==> config.mk <==
export PLATFORM = sky130hd
export DESIGN_NAME = rr_mux_sel_arbiter_4
export DESIGN_NICKNAME = d
export VERILOG_FILES = /design/src/rtl/rr_mux_sel_arbiter_4.sv
export SDC_FILE = /design/constraint.sdc
export NUM_CORES = 1
export LEC_CHECK = 0
export BUFFER_PORTS_ARGS = -buffer_cell sky130_fd_sc_hd__buf_2
export CAP_MARGIN = 20
export CELL_PAD_IN_SITES_DETAIL_PLACEMENT = 1
export CELL_PAD_IN_SITES_GLOBAL_PLACEMENT = 1
export CORE_ASPECT_RATIO = 1.1
export CORE_MARGIN = 2
export CORE_UTILIZATION = 41
export DETAILED_ROUTE_END_ITERATION = 6
export PLACE_DENSITY_LB_ADDON = 0.1
export SLEW_MARGIN = 20
export SYNTH_ARGS = -nofsm -noshare
export SYNTH_HDL_FRONTEND = slang
export SYNTH_SLANG_ARGS = --single-unit
==> constraint.sdc <==
create_clock -name clk -period 2.2 [get_ports clk]
set_input_delay 0.11 -clock clk [delete_from_list [all_inputs] [get_ports clk]]
set_output_delay 0.11 -clock clk [all_outputs]
set_load 0.05 [all_outputs]
==> src/rtl/rr_mux_sel_arbiter_4.sv <==
// Round-robin arbiter for four requesters driving the 4:1 mux select.
// Grants are held for up to MAX_HOLD transfers; select changes only at grant boundaries.
module rr_mux_sel_arbiter_4 #(
  parameter int MAX_HOLD = 8,
  parameter int CW       = 8
) (
  input  logic       clk,
  input  logic       rst_n,
  input  logic [3:0] req,
  input  logic       ready,
  output logic       s1,
  output logic       s0,
  output logic [3:0] gnt,
  output logic       valid
);

  typedef enum logic {
    IDLE,
    GRANT
  } st_t;

  localparam logic [CW-1:0] LAST = CW'(MAX_HOLD - 1);

  st_t           st, st_n;
  logic [1:0]    idx, idx_n;
  logic [1:0]    ptr, ptr_n;
  logic [CW-1:0] cnt, cnt_n;
  logic [3:0]    gnt_n;
  logic [1:0]    sel_n;

  logic          xfer;
  logic          drop;
  logic          last;
  logic [3:0]    rel_req;
  logic [2:0]    idle_win;
  logic [2:0]    rel_win;

  // {found, index} of first set bit scanning up from p, wrapping mod 4
  function automatic logic [2:0] pick(
    input logic [3:0] r,
    input logic [1:0] p
  );
    logic [2:0] res;
    logic [1:0] c;
    res = '0;
    for (int k = 3; k >= 0; k--) begin
      c = p + 2'(k);
      if (r[c]) res = {1'b1, c};
    end
    return res;
  endfunction

  assign xfer     = (st == GRANT) && ready;
  assign drop     = (st == GRANT) && !req[idx];
  assign last     = xfer && (cnt == LAST);
  assign rel_req  = drop ? (req & ~(4'b0001 << idx)) : req;
  assign idle_win = pick(req, ptr);
  assign rel_win  = pick(rel_req, idx + 2'd1);

  always_ff @(posedge clk or negedge rst_n) begin
    if (!rst_n) begin
      st  <= IDLE;
      idx <= '0;
      ptr <= '0;
      cnt <= '0;
      gnt <= '0;
      s1  <= 1'b0;
      s0  <= 1'b0;
    end else begin
      st  <= st_n;
      idx <= idx_n;
      ptr <= ptr_n;
      cnt <= cnt_n;
      gnt <= gnt_n;
      s1  <= sel_n[1];
      s0  <= sel_n[0];
    end
  end

  always_comb begin
    st_n  = st;
    idx_n = idx;
    ptr_n = ptr;
    cnt_n = cnt;
    unique case (st)
      IDLE: begin
        if (idle_win[2]) begin
          st_n  = GRANT;
          idx_n = idle_win[1:0];
          cnt_n = '0;
        end
      end
      GRANT: begin
        if (drop || last) begin
          ptr_n = idx + 2'd1;
          cnt_n = '0;
          if (rel_win[2]) idx_n = rel_win[1:0];
          else            st_n  = IDLE;
        end else if (xfer) begin
          cnt_n = cnt + CW'(1);
        end
      end
      default: st_n = IDLE;
    endcase
  end

  // select holds its last value while idle
  always_comb begin
    gnt_n = '0;
    sel_n = {s1, s0};
    if (st_n == GRANT) begin
      gnt_n = 4'b0001 << idx_n;
      sel_n = idx_n;
    end
  end

  assign valid = |gnt;

endmodule

==> reports/qor.csv <==
metric;value;unit
status;completed;
via_count;1318;
synth_cells;159;
clock_skew;0.00486;ns
cpMostUsedCell;buf_6;
overflow;0;
hold_viol_final;0;
path_delay_family;compound AO/OA/AOI/OAI gates;
worst-path-buf-inv;3;
max_slew_margin;0.709;
crit_chain;buf_6 > buf_6 > mux2_4 > or3b_1 > o221a_1 > o21ai_2 > inv_2 > and3_4;
die_y;67.3;um
cts-htree-levels;1;
synth.avg_cell_area;9.40;sq um
hold_path.class;input port to flip-flop;
arrival;2.29;ns
rows;23;
antennaDiodeCount;0;
ios;14;
grt_usage;0.216;
tightest_slew;0.436;ns
slowest_stage;dfrtp_2;
multi_input_area;1020;sq um
use_met2;0.389;
totalPowerFinal;2.88;mW
timing.fmax;466;MHz
grt_use_met1;0.249;
synth_cell_type_count;61;
grt_pass1_wl;6640;um
hold_start;ready;
synth_area_leaders;dfrtp_1 32%, ha_1 4.2%, nor2_1 4.0%, nand2_1 3.5%, mux2i_4 3.0%;
antenna_left;0;
pre_cts_slack;-0.188;ns
grt_max_degree;20;
yosysSeqAreaShare;0.318;
cts_tree;built;
drt-wirelength-per-cell;17.5;um
powerDensity;1510;nW/um^2
cts_buffers;3;
crit_fanout;6;
path_depth;8;
dr.pass1.iters;4;
startpoint;idx[0];
rsz0062_at_grt;true;
min_period_over_period;0.975;
crit_type;flip-flop to flip-flop;
io_buffer_count;13;
startpoint_type;flip-flop;
async_flop_share;1.00;
avgViaCountPerCell;5.47;
cts_buffer_depth;2;
maxCapViolations;0;
met3_usage;0.0230;
ir_worst_vdd;702;uV
reg2reg_from;idx[0];
r2r_cells;8;
slew_violations;0;
setup_slack;0.0552;ns
ys_warn_count;0;
finalWirelength;4220;um
fill_cells;438;
initialDrtViolationCount;39;
stdcell_area;1910;sq um
drcViolationCount;0;
grt.busiest_layer;met2;
synth_top_area_share;0.318;
clk_pin_slew;0.07;ns
synth_top_area_cell;dfrtp_1;
ys.flop_type;dfrtp_1;
placed_area;1700;sq um
root_buffer;clkbuf_8;
num-nets-final;204;
synth_seq_cells;19;
max_stage_delay;0.48;ns
synth_fp_nets;171;
critPathRequiredTime;2.35;ns
initial_core_util;0.419;
gp_congestion;0.905;
critPathCapture;gnt[3];
setup_viol;0;
r2r_slack;0.06;ns
dieArea;4140;sq um
grt_antenna_before_repair;0;
area.sequential;478;sq um
period_needed;2.14;ns
r2r_end;gnt[3];
p_leak;0.812;nW
drive_above_1_share;0.403;
grt_pass1_vias;1422;
clkLatencyLatePin;0.25;ns
cts.sinks;19;
dp_hpwl;3070;um
core;3570;sq um
syn-cell-area;1490;sq um
synth-edff-count;0;
endpoint_kind;flip-flop;
dieWidth;61.6;um
syn_to_final_growth;27.8;%
[power by group]
part / total [mW] / switching [mW] / internal (mW)
clock: 0.242 / 0.116 / 0.126
sequential: 0.586 / 0.118 / 0.469
combinational: 2.05 / 1.11 / 0.936
total: 2.88 / 1.35 / 1.53
[state kept, by name, indices dropped and copies added, names as in the netlist]
| name | flops |
|---|---|
| gnt | 4 |
| s0 | 1 |
| st | 1 |
| s1 | 1 |
| cnt | 8 |
| idx | 2 |
| ptr | 2 |
[cells in the mapped netlist, types with 2 or more instances]
cell       n
xnor2_1    5
nor2_1    16
nor3b_1    2
buf_6      3
nand2b_1   2
a211oi_1   2
and3_1     3
nand3_1    5
nor3_1     6
o22ai_1    3
nor2b_1    5
mux2i_4    2
nand2_1   14
ha_1       5
dfrtp_1   19
a21oi_1    6
mux2i_1    2
or4_1      2
buf_2      4
a22oi_1    2
or3b_2     2
o21ai_1    2
o21ai_0    2
inv_2      2
nand3b_1   3
inv_1      5
[repair_timing]
item / 4_1_cts / 5_1_grt
resized for setup: 4 / 20
endpoints found under the hold margin: 19 / 0
buffers inserted: 4 / 4
hold buffers: 1 / 0
setup endpoints to repair: 7 / 8
pin swaps: 3 / 7
[worst reg2reg max path, cell delays in order (launching register included)]
cell	delay (ns)
dfrtp_2	0.48
buf_6	0.16
buf_6	0.12
mux2_4	0.19
or3b_1	0.34
o221a_1	0.29
o21ai_2	0.24
inv_2	0.08
and3_4	0.15
[cell families (layout without fill, tap and decap cells)]
logic type | count (synthesis) | count (layout) | share of synthesized area
xor+xnor | 5 | 5 | 0.0293
mux | 7 | 7 | 0.0737
simple gates | 69 | 69 | 0.257
flops | 19 | 19 | 0.318
compound gates | 38 | 38 | 0.219
fa+ha+maj | 5 | 5 | 0.0419
buf+inv | 16 | 48 | 0.0611
[layer usage]
metal  wire (um)  vias to the layer above
met2        2220                       25
met1        1800                      637
met4         139                        0
met3          63                       10
met5           0                        -
li1            -                      646
[cells in the final DEF, fill, tap and decap left out, drive strengths merged, types with 4 or more instances in the layout]
cell type | netlist | final
buf | 8 | 36
dfrtp | 19 | 19
nor2 | 16 | 16
nand2 | 14 | 14
nor3 | 7 | 7
inv | 7 | 7
a21oi | 6 | 6
nand3 | 5 | 5
nor2b | 5 | 5
xnor2 | 5 | 5
ha | 5 | 5
o21ai | 5 | 5
mux2i | 4 | 4
[cell type report]
type | count | share of cell area
Clock inverter | 1 | 0.00262
Clock buffer | 3 | 0.0216
Multi-Input combinational cell | 124 | 0.534
Sequential cell | 19 | 0.250
Timing Repair Buffer | 37 | 0.144
Tap cell | 50 | 0.0328
Inverter | 7 | 0.0151
[per-stage QoR]
step / instances / hold WS (ns) / utilization / TNS, ns
2_1_floorplan: 159 / -0.186 / - / 0
3_3_place_gp: 229 / 0.0630 / 0.478 / -0.664
3_5_place_dp: 229 / 0.0802 / 0.478 / -0.811
4_1_cts: 238 / 0.149 / 0.503 / 0
5_1_grt: 241 / 0.174 / 0.535 / -0.0713
6_report: 241 / 0.144 / 0.535 / 0
[how the worst min path moves through the flow]
stage / to / slack [ns] / depth (start not counted)
6_report: cnt[0] / 0.14 / 3
5_1_grt: cnt[0] / 0.17 / 3
4_1_cts: cnt[0] / 0.15 / 3
3_5_place_dp: gnt[3] / 0.08 / 1
3_3_place_gp: gnt[2] / 0.06 / 1
2_1_floorplan: cnt[0] / -0.19 / 0
Power figures use the tool's default switching activity.
